===== src/rtl/agni_sm_pkg.sv =====
// +----------------------------------------------------------------------+
// | agni_sm_pkg : shared SM types for thread-lane instruction issue       |
// | Revision 1.0                                                          |
// +----------------------------------------------------------------------+
`default_nettype none

package agni_sm_pkg;

  localparam int OPCODE_W  = 6;
  localparam int PKG_W     = 32;
  localparam int PKG_TAG_W = 4;

  typedef struct packed {
    logic [OPCODE_W-1:0]  opcode;
    logic                 is_fp;
    logic [PKG_W-1:0]     op1;
    logic [PKG_W-1:0]     op2;
    logic [PKG_TAG_W-1:0] tag;
  } thr_instr_t;

  typedef enum logic [0:0] {
    LANE_IDLE     = 1'b0,
    LANE_INFLIGHT = 1'b1
  } lane_state_e;

endpackage

`default_nettype wire


===== src/rtl/agni_sync_fifo.sv =====
// +----------------------------------------------------------------------+
// | agni_sync_fifo : DEPTH-entry register FIFO with registered head       |
// | Revision 1.0                                                          |
// +----------------------------------------------------------------------+
`default_nettype none

module agni_sync_fifo
  import agni_sm_pkg::*;
#(
  parameter int  DEPTH  = 4,
  parameter type DATA_T = thr_instr_t
) (
  input  logic                     clk,
  input  logic                     rst_n,
  input  logic                     push_i,
  input  logic                     pop_i,
  input  logic                     clr_i,
  input  DATA_T                    wdata_i,
  output DATA_T                    head_o,
  output logic [$clog2(DEPTH):0]   count_o
);

  localparam int PTR_W = $clog2(DEPTH);
  localparam int CNT_W = PTR_W + 1;

  DATA_T             mem_q [DEPTH];
  logic [PTR_W-1:0]  wr_ptr_q, wr_ptr_d;
  logic [PTR_W-1:0]  rd_ptr_q, rd_ptr_d;
  logic [CNT_W-1:0]  count_q,  count_d;
  logic              push_ok;
  logic              pop_ok;

  // Self-guarded so an over-push or under-pop can never corrupt count.
  assign push_ok = push_i && !clr_i && (count_q != CNT_W'(DEPTH));
  assign pop_ok  = pop_i  && !clr_i && (count_q != '0);

  always_comb begin
    wr_ptr_d = wr_ptr_q;
    rd_ptr_d = rd_ptr_q;
    count_d  = count_q;
    if (clr_i) begin
      wr_ptr_d = '0;
      rd_ptr_d = '0;
      count_d  = '0;
    end else begin
      if (push_ok) wr_ptr_d = wr_ptr_q + 1'b1;
      if (pop_ok)  rd_ptr_d = rd_ptr_q + 1'b1;
      case ({push_ok, pop_ok})
        2'b10:   count_d = count_q + 1'b1;
        2'b01:   count_d = count_q - 1'b1;
        default: count_d = count_q;
      endcase
    end
  end

  always_ff @(posedge clk or negedge rst_n) begin
    if (!rst_n) begin
      wr_ptr_q <= '0;
      rd_ptr_q <= '0;
      count_q  <= '0;
    end else begin
      wr_ptr_q <= wr_ptr_d;
      rd_ptr_q <= rd_ptr_d;
      count_q  <= count_d;
    end
  end

  always_ff @(posedge clk or negedge rst_n) begin
    if (!rst_n) begin
      for (int i = 0; i < DEPTH; i++) begin
        mem_q[i] <= '0;
      end
    end else if (push_ok) begin
      mem_q[wr_ptr_q] <= wdata_i;
    end
  end

  assign head_o  = mem_q[rd_ptr_q];
  assign count_o = count_q;

endmodule

`default_nettype wire


===== src/rtl/cuda_thread_issue_queue.sv =====
// +----------------------------------------------------------------------+
// | cuda_thread_issue_queue : tagged issue FIFO feeding one thread lane   |
// | Revision 1.0                                                          |
// +----------------------------------------------------------------------+
`default_nettype none

module cuda_thread_issue_queue
  import agni_sm_pkg::*;
#(
  parameter int W     = PKG_W,
  parameter int DEPTH = 4,
  parameter int TAG_W = PKG_TAG_W
) (
  input  logic                   clk,
  input  logic                   rst_n,
  input  logic                   in_valid,
  output logic                   in_ready,
  input  logic [OPCODE_W-1:0]    in_opcode,
  input  logic                   in_is_fp,
  input  logic [W-1:0]           in_op1,
  input  logic [W-1:0]           in_op2,
  input  logic [TAG_W-1:0]       in_tag,
  output logic                   thr_valid,
  output logic [OPCODE_W-1:0]    thr_opcode,
  output logic                   thr_is_fp,
  output logic [W-1:0]           thr_op1,
  output logic [W-1:0]           thr_op2,
  input  logic                   thr_ready,
  input  logic                   thr_done,
  input  logic [W-1:0]           thr_result,
  output logic                   wb_valid,
  output logic [TAG_W-1:0]       wb_tag,
  output logic [W-1:0]           wb_result,
  input  logic                   flush,
  output logic [$clog2(DEPTH):0] count,
  output logic                   busy,
  output logic                   err
);

  localparam int CNT_W = $clog2(DEPTH) + 1;

  thr_instr_t        push_data;
  thr_instr_t        head;
  logic              push;
  logic              fire;

  lane_state_e       state_q, state_d;
  logic [TAG_W-1:0]  inflight_tag_q, inflight_tag_d;
  logic              wb_valid_q, wb_valid_d;
  logic [TAG_W-1:0]  wb_tag_q, wb_tag_d;
  logic [W-1:0]      wb_result_q, wb_result_d;
  logic              err_q, err_d;

  // Full is judged on the registered count only; a same-cycle pop does not free a slot.
  assign in_ready  = (count < CNT_W'(DEPTH)) && !flush;
  assign push      = in_valid && in_ready;
  assign thr_valid = (count != '0) && (state_q == LANE_IDLE) && !flush;
  assign fire      = thr_valid && thr_ready;

  assign push_data = '{opcode: in_opcode, is_fp: in_is_fp,
                       op1: in_op1, op2: in_op2, tag: in_tag};

  agni_sync_fifo #(
    .DEPTH  (DEPTH),
    .DATA_T (thr_instr_t)
  ) u_fifo (
    .clk     (clk),
    .rst_n   (rst_n),
    .push_i  (push),
    .pop_i   (fire),
    .clr_i   (flush),
    .wdata_i (push_data),
    .head_o  (head),
    .count_o (count)
  );

  assign thr_opcode = head.opcode;
  assign thr_is_fp  = head.is_fp;
  assign thr_op1    = head.op1;
  assign thr_op2    = head.op2;

  always_comb begin
    state_d        = state_q;
    inflight_tag_d = inflight_tag_q;
    wb_valid_d     = 1'b0;
    wb_tag_d       = wb_tag_q;
    wb_result_d    = wb_result_q;
    err_d          = err_q;
    case (state_q)
      LANE_IDLE: begin
        if (fire) begin
          state_d        = LANE_INFLIGHT;
          inflight_tag_d = head.tag;
        end
        // A completion with nothing outstanding is a lane protocol error.
        if (thr_done) err_d = 1'b1;
      end
      LANE_INFLIGHT: begin
        if (thr_done) begin
          state_d     = LANE_IDLE;
          wb_valid_d  = 1'b1;
          wb_tag_d    = inflight_tag_q;
          wb_result_d = thr_result;
        end
      end
      default: state_d = LANE_IDLE;
    endcase
  end

  always_ff @(posedge clk or negedge rst_n) begin
    if (!rst_n) begin
      state_q        <= LANE_IDLE;
      inflight_tag_q <= '0;
      wb_valid_q     <= 1'b0;
      wb_tag_q       <= '0;
      wb_result_q    <= '0;
      err_q          <= 1'b0;
    end else begin
      state_q        <= state_d;
      inflight_tag_q <= inflight_tag_d;
      wb_valid_q     <= wb_valid_d;
      wb_tag_q       <= wb_tag_d;
      wb_result_q    <= wb_result_d;
      err_q          <= err_d;
    end
  end

  assign wb_valid  = wb_valid_q;
  assign wb_tag    = wb_tag_q;
  assign wb_result = wb_result_q;
  assign err       = err_q;
  assign busy      = (count != '0) || (state_q == LANE_INFLIGHT) || wb_valid_q;

endmodule

`default_nettype wire


===== config.mk =====
export PLATFORM = sky130hd
export DESIGN_NAME = cuda_thread_issue_queue
export DESIGN_NICKNAME = d
export VERILOG_FILES = /design/src/rtl/agni_sm_pkg.sv /design/src/rtl/agni_sync_fifo.sv /design/src/rtl/cuda_thread_issue_queue.sv
export SDC_FILE = /design/constraint.sdc
export NUM_CORES = 1
export LEC_CHECK = 0
export ABC_CLOCK_PERIOD_IN_PS = 5000
export CAP_MARGIN = 0
export CORE_AREA = 3 3 128 253
export CTS_BUF_LIST = sky130_fd_sc_hd__clkbuf_8
export CTS_CLUSTER_SIZE = 10
export DETAILED_ROUTE_END_ITERATION = 7
export DIE_AREA = 0 0 131 256
export PLACE_DENSITY = 0.74
export SLEW_MARGIN = 20
export SYNTH_ARGS = -nofsm -noshare
export SYNTH_HDL_FRONTEND = slang
export SYNTH_HIERARCHICAL = 1
export SYNTH_SLANG_ARGS = --single-unit

===== constraint.sdc =====
create_clock -name clk -period 5 [get_ports clk]
set_clock_uncertainty 0.05 [all_clocks]
set_input_delay 1 -clock clk [delete_from_list [all_inputs] [get_ports clk]]
set_output_delay 1 -clock clk [all_outputs]
set_load 0.02 [all_outputs]

==> impl_results.md, run 1 <==
* Xor/xnor share of the synthesized area at 0.00172
* Seq/Total Area, Yosys at 0.574
* Crit-path max FO at 31
* TNS Setup at 0 ns
* Post-synthesis mux area share at 0.370
* Post-cts gate resize count at 0
* Post-synth net total at 1010
* Root Buffer: clkbuf_8
* Power consumption at 7.61 mW
* HP Start: err
* Final setup viols at 0
* # rows at 91
* Async SR Flop Fraction at 1.00
* Initial antenna violation count at 2
* Worst R2R Start: u_fifo/count_o[2]
* Grt met3 use at 0.0301
* Critical path data required time at 3.95 ns
* Synth Instances at 892
* Synth Flop Type: dfrtp_1
* Initial Utilization at 0.494
* Max-Cap Viols at 0
* Crit path launch: u_fifo/rd_ptr_q[0]
* DP Area at 17900 sq um
* Final period util at 0.812
* WL final at 32300 microns
* Post-route cell area at 18900 sq um
* H-tree levels at 2
* Routing usage on met1 at 0.244
* Busiest grt layer: met2
* Final min period at 4.06 ns
* Die Height at 256 microns
* Synth Area in Compound Gates at 0.00829
* Hold Buf Count CTS at 0
* First-pass GRT wire length at 52700 microns
* Main combinational cell family by area after synthesis: multiplexers
* Post-CTS Setup Inserts at 0
* # IOs at 228
* CP arrival at 3.01 ns
* Final hold violation count at 0
* Overall routing resource usage at 0.199
* Simple-gate area share of the yosys netlist at 0.0126
* Slew @ Worst Pin at 0.887 ns
* Number of enable flip-flop cells after synthesis at 0
* Avg Vias per Cell at 5.36
* CORE AREA at 30900 sq um
* R2R Path End: u_fifo/mem_q[24]
* Crit start category: flop
* Share of the synthesized area in the top cell type at 0.574
* Vias in the first global route at 9724
* Fmax at 0.246 GHz
* Routed len/inst at 20.4 microns
* Status: finished, final reports clean
* GR Util met2 at 0.359
* Total Nets Final at 1243
* Drt pass-1 iters at 4
* Leakage at 8.64 nW
* Post-DP HPWL at 20500 microns
* Initial DRC count at 349
* FF-to-FF setup slack at 2.01 ns
* Syn avg cell area at 17.1 sq um
* Register-to-Register Path Depth at 7
* Leading area contributor after synthesis: dfrtp_1
* Layout cells sized above 1 at 0.264
* Synth cell types at 40
* CTS buffer count at 49
* CTS max path bufs at 3
* Clock Sinks at 350
* Reg clk slew, reported paths at 0.07 ns
* Post-Synth Adder-Cell Area at 0.00460
* Total gr overflow at 0
* CP Capture Type: primary output
* Synth warnings at 6
* Yosys reg bits at 350
* Die ar. at 33500 sq um
* Synth top area cells: dfrtp_1 57%, mux2_1 15%, mux4_2 11%, mux2_2 8.0%, mux2_4 2.9%
* Gpl congestion at 0.751
* Max-slew violation count at 0
* Clk_lat worst skew at 0.56 ns
* Residual DRC at 0
* HP Class: flop to flop
* Worst slew margin at 0.409
* Max VDD drop at 0.000286 V
* Port Buf Inserts at 227
* Pwr dens at 403 nW/um^2
* Largest net degree at the start of global routing at 115
* Synth Cell Area at 15200 sq um
* Worst Hold Depth at 1
* Hold endpoint: err
* Chip Width at 131 microns
* CTS tree: done
* CP Class: flop to primary output
* RSZ-0062 raised after global routing: no
* Area delta synth->final at 23.8%
* Via count at 8477
* Remaining antenna violation count at 0
[critical path: stages, from the launching register on]
cell and delay, ns:
dfrtp_4 0.88, buf_4 0.42, mux4_2 0.58, clkdlybuf4s50_1 0.56
[how the worst max path moves through the flow]
stage,endpoint,depth (start not counted)
after global routing,thr_op2[11],3
after CTS,thr_op2[9],3
after detailed placement,u_fifo/mem_q[24],8
after global placement,u_fifo/mem_q[22],8
after floorplan,u_fifo/count_o[1],8
final,thr_op2[12],3
[cell type report]
class / instances / area [sq um]
antenna: 2 / 5.00
clock buffer: 62 / 853
inverter: 7 / 26.3
timing repair buffer: 240 / 2470
tap: 418 / 523
fill: 2359 / 12000
sequential: 350 / 8770
clock inverter: 26 / 143
multi-input combinational: 477 / 6080
[cells in the final DEF (no fill, tap or decap), types with 2 or more instances in the layout]
cell and n:
nor3_1 2, nand2_1 4, mux2_4 29, nand3_1 2, nand2_4 5, mux4_2 75
a31oi_1 2, dfrtp_1 348, o21ai_0 4, clkdlybuf4s50_1 226, ha_1 4, clkinv_2 5
inv_1 24, clkinvlp_4 2, and2_1 2, a21oi_1 4, nor2_1 12, buf_12 8
clkbuf_8 62, mux2_2 108, dfrtp_4 2, diode_2 2, buf_4 5, mux2_1 204
xor2_1 2
[through the flow]
stage	instances	util	hold WS (ns)	setup WS (ns)
6_report	1582	0.612	0.413	0.940
5_1_grt	1581	0.612	0.430	0.734
3_3_place_gp	1492	0.579	0.403	0.939
4_1_cts	1580	0.611	0.420	0.817
3_5_place_dp	1492	0.579	0.394	0.869
2_1_floorplan	892	-	0.409	2.02
[cell families after synthesis]
group	after synthesis
AND/OR/NAND/NOR	34
XOR/XNOR	3
buffers and inverters	65
adder cells (fa/ha/maj)	5
flip-flops	350
multiplexers	416
AO/OA/AOI/OAI	19
[flip-flops by register name (all words and copies together) (netlist names)]
name	count
u_fifo/mem_q	300
wb_result	32
inflight_tag_q	4
wb_tag	4
u_fifo/count_o	3
u_fifo/rd_ptr_q	2
u_fifo/wr_ptr_q	2
err	1
state_q	1
wb_valid	1
[routing by layer]
metal,wire length (microns),vias up
li1,-,3759
met1,12500,4490
met2,17900,184
met3,1180,44
met4,710,0
met5,0,-
[synth_stat cells (all sizes together) (2+ instances only)]
cell	instances
a21oi	4
a31oi	2
and2	2
buf	48
clkbuf	10
dfrtp	350
ha	4
inv	7
mux2	341
mux4	75
nand2	9
nand3	3
nor2	12
nor3	2
nor3b	2
o21ai	4
or3	2
xor2	2
[where the power goes]
group	switching [mW]	total [mW]	internal, mW	leakage (nW)
sequential	0.264	3.64	3.37	4.52
combinational	0.734	1.76	1.02	3.55
clock	1.05	2.22	1.17	0.575
Note: power is estimated with default switching activity, not from simulation.
==> run 2: changes to the inputs <==
--- a/config.mk
+++ b/config.mk
@@ -5,7 +5,7 @@
 export SDC_FILE = /design/constraint.sdc
 export NUM_CORES = 1
 export LEC_CHECK = 0
-export ABC_CLOCK_PERIOD_IN_PS = 5000
+export ABC_CLOCK_PERIOD_IN_PS = 4080
 export CAP_MARGIN = 0
 export CORE_AREA = 3 3 128 253
 export CTS_BUF_LIST = sky130_fd_sc_hd__clkbuf_8
==> constraint.sdc (replaced) <==
create_clock -name clk -period 4.08 [get_ports clk]
set_clock_uncertainty 0.05 [all_clocks]
set_input_delay 0.816 -clock clk [delete_from_list [all_inputs] [get_ports clk]]
set_output_delay 0.816 -clock clk [all_outputs]
set_load 0.02 [all_outputs]
==> run 2 against run 1 <==
Sequential share of layout area shrank 0.60 points. Largest cell class unchanged. Via count is 1.2% higher. Routed wire length rose by 1.0%. Critical path depth is the same.
==> impl_results.md, run 2 (same netlist as run 1, synthesis figures left out) <==
* Chip Width at 131 microns
* # rows at 91
* CTS max path bufs at 3
* Post-cts gate resize count at 0
* GR Util met2 at 0.368
* Final min period at 3.70 ns
* Pre-CTS worst setup slack at 0.733 ns
* Routed len/inst at 20.4 microns
* CP Capture Type: primary output
* Switch share at 0.265
* Clk_lat worst skew at 0.57 ns
* FF-to-FF setup slack at 1.28 ns
* Post-CTS Setup Inserts at 0
* Crit start category: flop
* CORE AREA at 30900 sq um
* Worst slew margin at 0.374
* # IOs at 228
* Most flops, register: u_fifo/mem_q
* Largest delay share family, worst path: buffers and inverters
* P_sw at 2.51 mW
* Fmax at 0.271 GHz
* Sequential share of power at 0.470
* Final setup viols at 0
* Root Buffer: clkbuf_8
* Pwr dens at 497 nW/um^2
* HP Class: input pin to async pin
* Most common cell after layout, fill and taps aside: dfrtp_1
* H-tree levels at 2
* Total gr overflow at 0
* CP bufs+invs at 2
* Avg Vias per Cell at 5.37
* Gpl congestion at 0.749
* Max-Cap Viols at 0
* Worst R2R Start: u_fifo/count_o[2]
* Most frequent cells in the layout: 348 x dfrtp_1, 226 x clkdlybuf4s50_1, 204 x mux2_1
* RSZ-0062 raised after global routing: no
* Largest net degree at the start of global routing at 120
* Setup ws final at 0.384 ns
* Die ar. at 33500 sq um
* Comb power frac at 0.226
* Final period util at 0.906
* Max-slew violation count at 0
* Initial DRC count at 276
* Critical Path Sink: thr_op1[23]
* Vias in the first global route at 9636
* Area delta synth->final at 25.4%
* Final hold violation count at 0
* Status: finished, final reports clean
* Initial antenna violation count at 5
* Clock power share at 0.304
* WL final at 32600 microns
* Util after Layout at 0.620
* Initial Utilization at 0.494
* CTS tree: done
* Overall routing resource usage at 0.200
* Max FFs per register at 300
* TNS Setup at 0 ns
* Worst path slowest cell: dfrtp_4
* Die Height at 256 microns
* Total Nets Final at 1255
* Port Buf Inserts at 227
* Crit path depth at 3
* Max VDD drop at 0.000361 V
* Crit-path max FO at 23
* Grt met3 use at 0.0347
* CP arrival at 2.83 ns
* Register-to-Register Path Depth at 10
* Drt pass-1 iters at 4
* Busiest grt layer: met2
* CP Class: flop to primary output
* Hold Buf Count CTS at 0
* Crit path launch: u_fifo/rd_ptr_q[0]
* Max incr delay on CP at 0.76 ns
* R2R Path End: u_fifo/count_o[2]
* Crit-path cells: buf_4 > mux4_2 > clkdlybuf4s50_1
* Via count at 8580
* Post-DP HPWL at 21600 microns
* First-pass GRT wire length at 52600 microns
* Routing usage on met1 at 0.228
* Residual DRC at 0
* Critical path data required time at 3.21 ns
* CTS buffer count at 49
* Layout cells sized above 1 at 0.276
* Remaining antenna violation count at 0
* Leakage at 8.76 nW
* Reg clk slew, reported paths at 0.06 ns
* Clock Sinks at 350
* Slew @ Worst Pin at 0.939 ns
* P_int at 6.99 mW
## run 2: cell count changes in the layout (fill, tap and decap cells not counted), sizes merged
cell	previous run	this run
clkinv	5	4
diode	2	5
clkinvlp	2	1
clkbuf	62	71
buf	14	26
inv	25	20
## run 2: worst min path at each step
| stage | start | end | slack, ns | cells after the start |
|---|---|---|---|---|
| final | rst_n | wb_result[19] | 0.28 | 1 |
| after global routing | rst_n | wb_result[19] | 0.33 | 1 |
| after floorplan | u_fifo/mem_q[100] | u_fifo/mem_q[100] | 0.41 | 1 |
| after detailed placement | err | err | 0.40 | 1 |
| after CTS | rst_n | u_fifo/mem_q[83] | 0.29 | 1 |
| after global placement | err | err | 0.39 | 1 |
## run 2: power by group through the flow
stage                     Sequential (mW)  Clock (mW)  Combinational, mW
final                                4.46        2.89               2.15
after global routing                 4.54        3.14               2.30
after CTS                            4.47        3.00               2.19
after detailed placement             4.53           0               2.18
after global placement               4.50           0               2.14
after floorplan                      4.55           0               1.10
## run 2: per-stage QoR
step                      hold slack [ns]  area [sq um]  instances  total power, mW
after floorplan                     0.409         15200        892             5.65
after global placement              0.393         18000       1504             6.64
after detailed placement            0.397         18000       1504             6.72
after CTS                           0.293         19100       1594             9.66
after global routing                0.326         19100       1598             9.98
final                               0.276         19100       1599             9.51
## run 2: layout make-up
cell class	instances	area (sq um)
sequential	350	8770
clock buffer	71	977
tap	418	523
clock inverter	19	106
fill	2324	11700
antenna	5	12.5
timing repair buffer	252	2630
inverter	7	26.3
multi-input combinational	477	6080
## run 2: layer usage
metal  up-vias  routed length, microns
li1       3789                       -
met1      4547                   12100
met2       188                   18300
met3        56                    1390
met4         0                     775
met5         -                       0
